## src/rtl/alu_arbiter.sv

```systemverilog
// Round-robin arbiter sharing one combinational ALU among NREQ requesters.
// Operands are registered at grant; the result is held in a single-entry response buffer.
module alu_arbiter #(
    parameter int  WIDTH = 16,
    parameter int  NREQ  = 4,
    localparam int IDW   = $clog2(NREQ)
) (
    input  logic                  clk,
    input  logic                  rst,
    input  logic [NREQ-1:0]       req_valid,
    output logic [NREQ-1:0]       req_ready,
    input  logic [3*NREQ-1:0]     req_op,
    input  logic [WIDTH*NREQ-1:0] req_a,
    input  logic [WIDTH*NREQ-1:0] req_b,
    output logic                  resp_valid,
    input  logic                  resp_ready,
    output logic [WIDTH-1:0]      resp_data,
    output logic [IDW-1:0]        resp_id,
    output logic [2:0]            alu_op,
    output logic [WIDTH-1:0]      alu_a,
    output logic [WIDTH-1:0]      alu_b,
    input  logic [WIDTH-1:0]      alu_result,
    output logic                  busy
);

    typedef enum logic [1:0] {IDLE, EXEC, RESP} state_t;

    state_t           state, state_nxt;
    logic [IDW-1:0]   rr_ptr;
    logic [IDW-1:0]   id_q;
    logic [IDW-1:0]   grant;
    logic [IDW-1:0]   idx;
    logic [IDW-1:0]   ptr_nxt;
    logic             found;
    logic             transfer;
    logic [2:0]       sel_op;
    logic [WIDTH-1:0] sel_a;
    logic [WIDTH-1:0] sel_b;

    // First valid requester at or after rr_ptr, wrapping modulo NREQ.
    always_comb begin
        found = 1'b0;
        grant = '0;
        idx   = '0;
        for (int k = 0; k < NREQ; k++) begin
            idx = IDW'((int'(rr_ptr) + k) % NREQ);
            if (!found && req_valid[idx]) begin
                found = 1'b1;
                grant = idx;
            end
        end
    end

    always_comb begin
        sel_op = '0;
        sel_a  = '0;
        sel_b  = '0;
        for (int i = 0; i < NREQ; i++) begin
            if (grant == IDW'(i)) begin
                sel_op = req_op[3*i +: 3];
                sel_a  = req_a[WIDTH*i +: WIDTH];
                sel_b  = req_b[WIDTH*i +: WIDTH];
            end
        end
    end

    assign ptr_nxt  = (grant == IDW'(NREQ-1)) ? '0 : grant + 1'b1;
    assign transfer = (state == IDLE) && found && !rst;
    assign busy     = (state != IDLE);

    always_comb begin
        req_ready = '0;
        if (transfer)
            req_ready[grant] = 1'b1;
    end

    always_comb begin
        state_nxt = state;
        case (state)
            IDLE:    if (found) state_nxt = EXEC;
            EXEC:    state_nxt = RESP;
            RESP:    if (resp_ready) state_nxt = IDLE;
            default: state_nxt = IDLE;
        endcase
    end

    always_ff @(posedge clk) begin
        if (rst)
            state <= IDLE;
        else
            state <= state_nxt;
    end

    // Operand capture at grant, result capture at the end of the EXEC cycle.
    always_ff @(posedge clk) begin
        if (rst) begin
            rr_ptr     <= '0;
            id_q       <= '0;
            alu_op     <= '0;
            alu_a      <= '0;
            alu_b      <= '0;
            resp_valid <= 1'b0;
            resp_data  <= '0;
            resp_id    <= '0;
        end else begin
            case (state)
                IDLE: begin
                    if (found) begin
                        alu_op <= sel_op;
                        alu_a  <= sel_a;
                        alu_b  <= sel_b;
                        id_q   <= grant;
                        rr_ptr <= ptr_nxt;
                    end
                end
                EXEC: begin
                    resp_data  <= alu_result;
                    resp_id    <= id_q;
                    resp_valid <= 1'b1;
                end
                RESP: begin
                    if (resp_ready)
                        resp_valid <= 1'b0;
                end
                default: ;
            endcase
        end
    end

endmodule

```

## config.mk

```make
export PLATFORM = sky130hd
export DESIGN_NAME = alu_arbiter
export DESIGN_NICKNAME = d
export VERILOG_FILES = /design/src/rtl/alu_arbiter.sv
export SDC_FILE = /design/constraint.sdc
export NUM_CORES = 1
export LEC_CHECK = 0
export ABC_AREA = 1
export CAP_MARGIN = 30
export CORE_MARGIN = 4
export CORE_UTILIZATION = 41
export CTS_BUF_LIST = sky130_fd_sc_hd__clkbuf_4
export DETAILED_ROUTE_END_ITERATION = 8
export PLACE_DENSITY = 0.95
export SLEW_MARGIN = 20
export SYNTH_ARGS = -nofsm -noshare
export SYNTH_HDL_FRONTEND = slang
export SYNTH_SLANG_ARGS = --single-unit
```

## constraint.sdc

```tcl
create_clock -name clk -period 5.55 [get_ports clk]
set_input_delay 1.11 -clock clk [delete_from_list [all_inputs] [get_ports clk]]
set_output_delay 1.11 -clock clk [all_outputs]
set_load 0.01 [all_outputs]
```

==> flow_summary.json, run 1 <==
{
  "start_util": 0.4248,
  "avgSynthCellArea_sq_um": 5.867,
  "firstDrtPassIters": 4,
  "grt_overflow": 0,
  "synth.lib_cells_used.distinct": 22,
  "filler_cell_count": 667,
  "rsz0062_at_grt": "false",
  "syn_nets": 768,
  "avgViaCountPerCell": 4.956,
  "hold-path-cell-count": 2,
  "gp_congestion": 0.9565,
  "postSynthRegisterBits": 60,
  "cp.arrival_ns": 3.32,
  "io_pins": 222,
  "cts_clock_pin_slew_for_the_worst_setup_and_hold_paths_ns": 0.09,
  "criticalPathCategory": "input port to output port",
  "cpMaxStageDelayCell": "sky130_fd_sc_hd__clkdlybuf4s50_1",
  "synth-seq-area-share": 0.3407,
  "period_needed_ns": 4.430,
  "finalClockSkew_ns": 0.01228,
  "total_leakage_power_nw": 2.716,
  "crit_path_max_fanout": 4,
  "grt_usage": 0.2317,
  "worst_pin_slew_ns": 0.8372,
  "final_layout_size_suffix_gt1_frac": 0.04342,
  "synth_cells": 601,
  "detail_route.drc_violations": 0,
  "fmax_mhz": 225.7,
  "slew_headroom": 0.4412,
  "wire_per_inst_microns": 13.41,
  "timing.final.hold_violations": 0,
  "vdd.ir_drop.worst_v": 0.0003687,
  "clockRootBuffer": "sky130_fd_sc_hd__clkbuf_4",
  "post_cts_hold_buffer_count": 0,
  "fin_cells": 911,
  "drt_first_iter_violations": 100,
  "maxCapViolations": 0,
  "placement_rows": 33,
  "placed_cells": 895,
  "ant_nets": 0,
  "drv_slew": 0,
  "die_y_microns": 100.7,
  "ys_warn_count": 0,
  "reg2regPathDepth": 21,
  "final-setup-viol-count": 0,
  "grt_max_degree": 71,
  "critical_path.max_stage_delay_ns": 0.55,
  "antenna_found_initial": 0,
  "drt_wl_total_microns": 12220,
  "power_density_mw_per_mm2": 666.6,
  "cts.path.max_buffers": 2,
  "cts.sink_count": 60,
  "cts_post_setup_buffers_inserted": 0,
  "finalPower_mw": 3.944,
  "area.sequential_sq_mm": 0.001201,
  "end_kind": "output port",
  "fin_util": 0.7130,
  "n_antenna_cell": 0,
  "via_count": 4515,
  "worst_ep_required_time_ns": 4.44,
  "area_growth_pct": 67.81,
  "cts_inserted_buffers": 9,
  "first_global_vias": 4332,
  "timing.critical_path.from_type": "input port",
  "min_period_over_period": 0.7982,
  "path_cells": "clkdlybuf4s50_1, inv_1, nand2_1, nand3_1, nand2_1, nor2_4, nand3_1, nand3_1, nand2_1, inv_1, ha_1, inv_1, nor2_1, clkdlybuf4s50_1",
  "run_status": "completed",
  "multi_input_area_sq_mm": 0.002032,
  "finalNetCount": 968,
  "worstSkewPairLatency_ns": 0.38,
  "setup_total_negative_slack_ns": 0,
  "dp_hpwl_microns": 9522,
  "tritoncts": "yes",
  "holdCritPathClass": "flop to flop",
  "fp.dieW_microns": 100.7,
  "ctsResizeCount": 0,
  "die-area_sq_mm": 0.01015,
  "portBuffers": 221,
  "core_area_sq_mm": 0.008299,
  "synth_area_sq_mm": 0.003526,
  "depth_of_the_cts_h_tree": 3,
  "wire_length_of_the_first_global_routing_pass_microns": 19060
}
[kinds of logic after synthesis]
| family | share of synthesized area |
|---|---|
| flops | 0.3407 |
| fa+ha+maj | 0.01420 |
| simple gates | 0.3758 |
| buf+inv | 0.08304 |
| compound gates | 0.1863 |
[final timing paths]
check                      end  slack [ns]    startpoint
hold / removal       alu_op[1]        0.49     alu_op[1]
setup reg to reg     alu_a[13]        2.12     rr_ptr[0]
setup / recovery  req_ready[2]        1.12  req_valid[3]
hold reg to reg      alu_op[1]        0.49     alu_op[1]
[metrics by stage]
step / cell area (sq um) / hold slack, ns / worst slack, ns
after floorplan: 3526 / 0.4298 / 1.714
after global placement: 5725 / 0.4541 / 1.231
after CTS: 5917 / 0.4910 / 1.122
final: 5917 / 0.4886 / 1.120
after detailed placement: 5725 / 0.4731 / 1.126
after global routing: 5917 / 0.5121 / 0.9297
[cell type report]
type                            instances  area share
Tap cell                              105     0.02220
Sequential cell                        60      0.2030
Timing Repair Buffer                  228      0.3827
Clock inverter                          7     0.02093
Clock buffer                            9     0.01142
Inverter                               25     0.01628
Multi-Input combinational cell        477      0.3434
[power breakdown]
part           leakage (nW)  switching (mW)  internal (mW)  total, mW
registers             0.497          0.0893          0.599      0.688
clock network        0.0967           0.171          0.231      0.402
logic                  2.12            1.71           1.14       2.85
[cell usage after synthesis]
master                     number  area share
sky130_fd_sc_hd__inv_4          1      0.0018
sky130_fd_sc_hd__buf_1          2      0.0021
sky130_fd_sc_hd__ha_1           4       0.014
sky130_fd_sc_hd__nor2_2         1      0.0018
sky130_fd_sc_hd__nor2_1       118        0.13
sky130_fd_sc_hd__nand2_1      209        0.22
sky130_fd_sc_hd__a211oi_1       1      0.0021
sky130_fd_sc_hd__nand2_2        4      0.0071
sky130_fd_sc_hd__o21ai_1       10       0.014
sky130_fd_sc_hd__buf_6          5       0.016
sky130_fd_sc_hd__dfxtp_1       60        0.34
sky130_fd_sc_hd__a21oi_2        1      0.0025
sky130_fd_sc_hd__o21ai_0       80        0.11
sky130_fd_sc_hd__clkinv_1       1      0.0011
sky130_fd_sc_hd__nand3_1        9       0.013
sky130_fd_sc_hd__a21oi_1       38       0.054
sky130_fd_sc_hd__buf_2         10       0.014
sky130_fd_sc_hd__clkbuf_1      22       0.023
sky130_fd_sc_hd__inv_2          2      0.0021
sky130_fd_sc_hd__nand3_2        1      0.0028
sky130_fd_sc_hd__inv_1         21       0.022
sky130_fd_sc_hd__nor2_4         1      0.0032
[layer usage]
| metal | vias up | global-route usage | wire length, microns |
|---|---|---|---|
| li1 | 2295 | - | - |
| met3 | 25 | 0.06505 | 977 |
| met4 | 0 | 0.1119 | 365 |
| met2 | 165 | 0.4334 | 6274 |
| met5 | - | 0 | 0 |
| met1 | 2030 | 0.2331 | 4599 |
[worst max-delay path, delay by kind of cell]
kind | cells | cell delay [ns]
AND/OR/NAND/NOR | 8 | 0.83
adder cells (fa/ha/maj) | 1 | 0.17
buffers and inverters | 5 | 1.22
[sequential cells by signal, summed over array words and instances, names as in the netlist]
register and cells:
rr_ptr 2, resp_valid 1, alu_op 3, id_q 2
resp_data 16, state 2, alu_a 16, alu_b 16
resp_id 2
[cell usage in the layout (no fill, tap or decap), types with 4 or more instances in the layout]
| cell | synthesis | layout |
|---|---|---|
| sky130_fd_sc_hd__buf_4 | 0 | 7 |
| sky130_fd_sc_hd__nand2_1 | 209 | 209 |
| sky130_fd_sc_hd__clkdlybuf4s50_1 | 0 | 221 |
| sky130_fd_sc_hd__nand2_2 | 4 | 4 |
| sky130_fd_sc_hd__clkbuf_4 | 0 | 9 |
| sky130_fd_sc_hd__a21oi_1 | 38 | 38 |
| sky130_fd_sc_hd__nor2_1 | 118 | 118 |
| sky130_fd_sc_hd__o21ai_1 | 10 | 10 |
| sky130_fd_sc_hd__dfxtp_1 | 60 | 60 |
| sky130_fd_sc_hd__inv_1 | 21 | 21 |
| sky130_fd_sc_hd__ha_1 | 4 | 4 |
| sky130_fd_sc_hd__nand3_1 | 9 | 9 |
| sky130_fd_sc_hd__o21ai_0 | 80 | 80 |
(Power assumes the default switching activity.)
==> run 2: changes to the inputs <==
Settings changed: CORE_UTILIZATION 41 to 38, PLACE_DENSITY 0.95 to 0.89.
Clock period 5.55 ns to 4.35 ns, I/O delays scaled along.
==> run 2 against run 1 <==
Register-to-register slack worse by 0.96 ns. Sequential share of layout area is 0.14 points higher. Routed wire length is 4.6% higher. Cell count is 0.33% higher. Clock power is 5% lower. Critical endpoint is now req_ready[1]. Critical path depth is 1 higher. Highest routed layer unchanged. Largest cell class unchanged. Flip-flop and latch count stayed put. Sequential power is 27% higher.
==> flow_summary.json, run 2 (same netlist as run 1, synthesis figures left out) <==
{
  "vdd.ir_drop.worst_v": 0.0004917,
  "clockRootBuffer": "sky130_fd_sc_hd__clkbuf_4",
  "gp_congestion": 0.8876,
  "final_layout_size_suffix_gt1_frac": 0.04342,
  "antenna_found_initial": 0,
  "cts_clock_pin_slew_for_the_worst_setup_and_hold_paths_ns": 0.10,
  "critical_path.reg2reg.endpoint": "alu_b[5]",
  "drt_wl_total_microns": 12770,
  "cts.path.max_buffers": 2,
  "worst_pin_slew_ns": 0.7947,
  "depth_of_the_cts_h_tree": 3,
  "run_status": "completed",
  "core_area_sq_mm": 0.008891,
  "placement_rows": 34,
  "leading_cell_types_in_the_layout_fill_and_taps_excluded": "221 x sky130_fd_sc_hd__clkdlybuf4s50_1, 209 x sky130_fd_sc_hd__nand2_1, 118 x sky130_fd_sc_hd__nor2_1",
  "cpMaxStageDelayCell": "sky130_fd_sc_hd__clkdlybuf4s50_1",
  "total_leakage_power_nw": 2.688,
  "filler_cell_count": 788,
  "critPathMostFrequentCell": "sky130_fd_sc_hd__nand2_1",
  "min_period_over_period": 0.9237,
  "finalClockSkew_ns": 0.01115,
  "end_kind": "output port",
  "die-area_sq_mm": 0.01088,
  "finalNetCount": 968,
  "wire_per_inst_microns": 13.98,
  "drv_slew": 0,
  "whs_endpoint": "id_q[0]",
  "worstSkewPairLatency_ns": 0.38,
  "post_cts_hold_buffer_count": 0,
  "final-setup-viol-count": 0,
  "cp.arrival_ns": 3.15,
  "r2r_slack_ns": 1.16,
  "firstDrtPassIters": 4,
  "ant_nets": 0,
  "drt_first_iter_violations": 161,
  "portBuffers": 221,
  "critical_path.max_stage_delay_ns": 0.57,
  "worst_ep_required_time_ns": 3.48,
  "via_count": 4453,
  "area_growth_pct": 66.68,
  "criticalPathCategory": "input port to output port",
  "dp_hpwl_microns": 9775,
  "netSwitchingFraction": 0.5142,
  "critical_path.reg2reg.startpoint": "rr_ptr[0]",
  "grt_overflow": 0,
  "area.sequential_sq_mm": 0.001201,
  "die_y_microns": 104.3,
  "hold-path-cell-count": 2,
  "n_antenna_cell": 0,
  "fp.dieW_microns": 104.3,
  "timing.final.hold_violations": 0,
  "avgViaCountPerCell": 4.872,
  "cts.sink_count": 60,
  "switchingPower_mw": 2.550,
  "pwr-share-comb": 0.746,
  "share_clk_of_total_power": 0.077,
  "power_density_mw_per_mm2": 844.0,
  "grt_usage": 0.2258,
  "placed_cells": 898,
  "setup_total_negative_slack_ns": 0,
  "maxCapViolations": 0,
  "sequentialPowerShare": 0.177,
  "tritoncts": "yes",
  "timing.critical_path.from_type": "input port",
  "reg2regPathDepth": 21,
  "cts_post_setup_buffers_inserted": 0,
  "power_report.internal_total_mw": 2.409,
  "most_frequent_standard_cell_in_the_layout_excluding_fill_and_tap_cells": "sky130_fd_sc_hd__clkdlybuf4s50_1",
  "crit_path_max_fanout": 3,
  "start_util": 0.3966,
  "holdCritPathClass": "flop to flop",
  "detail_route.drc_violations": 0,
  "period_needed_ns": 4.018,
  "fin_cells": 914,
  "ctsResizeCount": 0,
  "wire_length_of_the_first_global_routing_pass_microns": 20200,
  "path_cells": "clkdlybuf4s50_1, inv_1, nand2_1, nand3_1, nand2_1, nand3_1, nand2_1, nand2_1, nand2_1, nand2_1, inv_1, ha_1, inv_1, nor2_1, clkdlybuf4s50_1",
  "multi_input_area_sq_mm": 0.002032,
  "grt_max_degree": 71,
  "first_global_vias": 4396,
  "worst_hold_startpoint": "id_q[0]",
  "cts_inserted_buffers": 9,
  "io_pins": 222,
  "fmax_mhz": 248.9,
  "top_regs": "alu_a (16), alu_b (16), resp_data (16)",
  "rsz0062_at_grt": "false",
  "slew_headroom": 0.4669
}
==> run 2: cell count changes in the layout (fill, tap and decap cells not counted) <==
cell                         delta
sky130_fd_sc_hd__clkinv_2       +3
sky130_fd_sc_hd__bufinv_16      -2
sky130_fd_sc_hd__clkinv_4       -2
sky130_fd_sc_hd__clkinvlp_4     +2
sky130_fd_sc_hd__buf_12         +1
sky130_fd_sc_hd__buf_4          -1
sky130_fd_sc_hd__clkinv_1       +1
sky130_fd_sc_hd__inv_1          -1
sky130_fd_sc_hd__inv_6          -1
==> run 2: area by class of cell <==
| cell class | instances | area share |
|---|---|---|
| clock buffer | 9 | 0.01150 |
| clock inverter | 7 | 0.01150 |
| timing repair buffer | 228 | 0.3875 |
| tap | 108 | 0.02299 |
| multi-input combinational | 477 | 0.3458 |
| inverter | 25 | 0.01639 |
| sequential | 60 | 0.2044 |
==> run 2: how the worst max path moves through the flow <==
stage               cells after the start            to          from  slack [ns]
finish                                 15  req_ready[1]  req_valid[3]        0.33
global route                           15  req_ready[1]  req_valid[3]        0.16
CTS                                    15  req_ready[1]  req_valid[3]        0.36
detailed placement                     15  req_ready[1]  req_valid[3]        0.37
global placement                       15  req_ready[1]  req_valid[3]        0.49
floorplan                              14  req_ready[2]  req_valid[3]        0.99
==> run 2: through the flow <==
step,setup WS [ns],instance area (sq um),util,hold slack [ns],power [mW]
floorplan,0.9940,3526,-,0.4298,3.481
global placement,0.4948,5742,0.6458,0.4531,4.439
detailed placement,0.3709,5742,0.6458,0.4600,4.588
CTS,0.3583,5877,0.6610,0.4751,4.995
global route,0.1593,5877,0.6610,0.5045,5.568
finish,0.3319,5877,0.6610,0.4772,4.960
==> run 2: worst max-delay path: cells and delay by family <==
family / cells / cell delay [ns]
simple gates: 9 / 0.84
fa+ha+maj: 1 / 0.18
buf+inv: 5 / 1.24
==> run 2: routing by layer <==
metal,GRT usage,routed length (microns)
met1,0.2330,4790
met4,0.1121,425
met2,0.4128,6396
met3,0.06642,1160
met5,0,0
==> run 2: power groups by stage <==
stage | logic, mW | clock network, mW | registers (mW)
after floorplan | 2.53 | 0 | 0.956
after global placement | 3.56 | 0 | 0.878
after detailed placement | 3.70 | 0 | 0.890
after CTS | 3.72 | 0.396 | 0.878
after global routing | 4.25 | 0.417 | 0.902
final | 3.70 | 0.383 | 0.877
==> run 3: changes to the inputs <==
Settings changed: CORE_MARGIN 4 to 2.
==> run 3 against run 2 <==
Count of clock-buffer cells in the layout stayed put. Sequential power barely moved. Critical path type unchanged. Cell count grew 0.33%. Routed wire length fell by 6.3%.
==> flow_summary.json, run 3 (same netlist as run 1, synthesis figures left out) <==
{
  "finalNetCount": 968,
  "cts_post_setup_buffers_inserted": 0,
  "wire_per_inst_microns": 13.06,
  "leading_cell_types_in_the_layout_fill_and_taps_excluded": "221 x sky130_fd_sc_hd__clkdlybuf4s50_1, 209 x sky130_fd_sc_hd__nand2_1, 118 x sky130_fd_sc_hd__nor2_1",
  "min_period_over_period": 0.9465,
  "grt_overflow": 0,
  "io_pins": 222,
  "startpoint": "req_valid[1]",
  "cts_inserted_buffers": 9,
  "power_density_mw_per_mm2": 840.0,
  "fmax_mhz": 242.9,
  "critical_path.reg2reg.startpoint": "rr_ptr[0]",
  "first_global_vias": 4223,
  "drt_wl_total_microns": 11970,
  "worst_hold_startpoint": "id_q[1]",
  "start_util": 0.3871,
  "die-area_sq_mm": 0.01007,
  "placement_rows": 35,
  "timing.critical_path.from_type": "input port",
  "cp.arrival_ns": 3.25,
  "antenna_found_initial": 0,
  "maxCapViolations": 0,
  "finalClockSkew_ns": 0.01115,
  "run_status": "completed",
  "drt_first_iter_violations": 142,
  "holdCritPathClass": "flop to flop",
  "timing.final.hold_violations": 0,
  "final_layout_size_suffix_gt1_frac": 0.04342,
  "detail_route.drc_violations": 0,
  "dp_hpwl_microns": 8717,
  "area_growth_pct": 66.96,
  "slew_headroom": 0.5790,
  "total_leakage_power_nw": 2.697,
  "multi_input_area_sq_mm": 0.002032,
  "worst_pin_slew_ns": 0.6276,
  "cts_clock_pin_slew_for_the_worst_setup_and_hold_paths_ns": 0.11,
  "critical_path.max_stage_delay_ns": 0.60,
  "wire_length_of_the_first_global_routing_pass_microns": 18980,
  "worst_ep_required_time_ns": 3.48,
  "hold_ws_ns": 0.4777,
  "final-setup-viol-count": 0,
  "filler_cell_count": 811,
  "rsz0062_at_grt": "false",
  "criticalPathCategory": "input port to output port",
  "gp_congestion": 0.9782,
  "firstDrtPassIters": 4,
  "post_cts_hold_buffer_count": 0,
  "core_area_sq_mm": 0.009109,
  "via_count": 4494,
  "area.sequential_sq_mm": 0.001201,
  "fp.dieW_microns": 100.3,
  "end_kind": "output port",
  "tritoncts": "yes",
  "drv_slew": 0,
  "worstSkewPairLatency_ns": 0.39,
  "top_regs": "alu_a (16), alu_b (16), resp_data (16)",
  "period_needed_ns": 4.117,
  "avgViaCountPerCell": 4.901,
  "setup_total_negative_slack_ns": 0,
  "critPathMostFrequentCell": "sky130_fd_sc_hd__nand2_1",
  "place_ws_ns": 0.2874,
  "postLayoutSetupSlackWorst_ns": 0.2325,
  "cts.sink_count": 60,
  "cts.path.max_buffers": 2,
  "cpMaxStageDelayCell": "sky130_fd_sc_hd__clkdlybuf4s50_1",
  "n_antenna_cell": 0,
  "crit_path_max_fanout": 4,
  "portBuffers": 221,
  "ant_nets": 0,
  "die_y_microns": 100.3,
  "path_cells": "clkdlybuf4s50_1, inv_1, nand2_1, nand3_1, nand2_1, nor2_4, nand2_1, nand3_1, nand2_1, inv_1, ha_1, inv_1, nor2_1, clkdlybuf4s50_1",
  "most_frequent_standard_cell_in_the_layout_excluding_fill_and_tap_cells": "sky130_fd_sc_hd__clkdlybuf4s50_1",
  "vdd.ir_drop.worst_v": 0.0006074,
  "depth_of_the_cts_h_tree": 3,
  "grt_max_degree": 71,
  "finalPower_mw": 4.945,
  "ctsResizeCount": 0,
  "grt_usage": 0.2357,
  "clockRootBuffer": "sky130_fd_sc_hd__clkbuf_4"
}
run 3: cell count changes in the layout (fill, tap and decap cells not counted):
cell | before | now
sky130_fd_sc_hd__clkinv_4 | 0 | 1
sky130_fd_sc_hd__o21ai_1 | 10 | 11
sky130_fd_sc_hd__o21ai_0 | 80 | 79
sky130_fd_sc_hd__clkinv_2 | 3 | 2
sky130_fd_sc_hd__clkinvlp_4 | 3 | 1
sky130_fd_sc_hd__inv_6 | 0 | 2
run 3: worst paths after layout:
kind,slack (ns),depth (start not counted),to
worst max-delay path,0.23,14,req_ready[2]
worst min-delay path,0.48,2,resp_id[1]
worst max register to register,1.17,21,alu_b[13]
worst min register to register,0.48,2,resp_id[1]
run 3: report_power, final:
| part | internal [mW] | switching (mW) | leakage (nW) |
|---|---|---|---|
| Clock | 0.178 | 0.224 | 0.0767 |
| Combinational | 1.47 | 2.19 | 2.12 |
| Sequential | 0.764 | 0.113 | 0.497 |
run 3: final cells by class:
class                           instances  share of cell area
Sequential cell                        60              0.2040
Clock buffer                            9             0.01148
Inverter                               25             0.01637
Timing Repair Buffer                  228              0.3868
Clock inverter                          7             0.01254
Multi-Input combinational cell        477              0.3452
Tap cell                              111             0.02359
run 3: layer usage:
layer  global-route usage  share of wire  up-vias
met5                    0              0        -
met1               0.2579           0.39     1994
met3              0.06128          0.074       34
met4               0.1149          0.032        0
li1                     -              -     2296
met2               0.4213           0.50      170
run 3: worst max-delay path, delay by kind of cell:
kind | cells | cell delay, ns
fa+ha+maj | 1 | 0.16
buf+inv | 5 | 1.27
simple gates | 8 | 0.96
run 3: per-stage QoR:
step | instances | util | area, sq um
after global routing | 917 | 0.6463 | 5887
final | 917 | 0.6463 | 5887
after floorplan | 601 | - | 3526
after CTS | 917 | 0.6463 | 5887
after global placement | 901 | 0.6308 | 5746
after detailed placement | 901 | 0.6308 | 5746
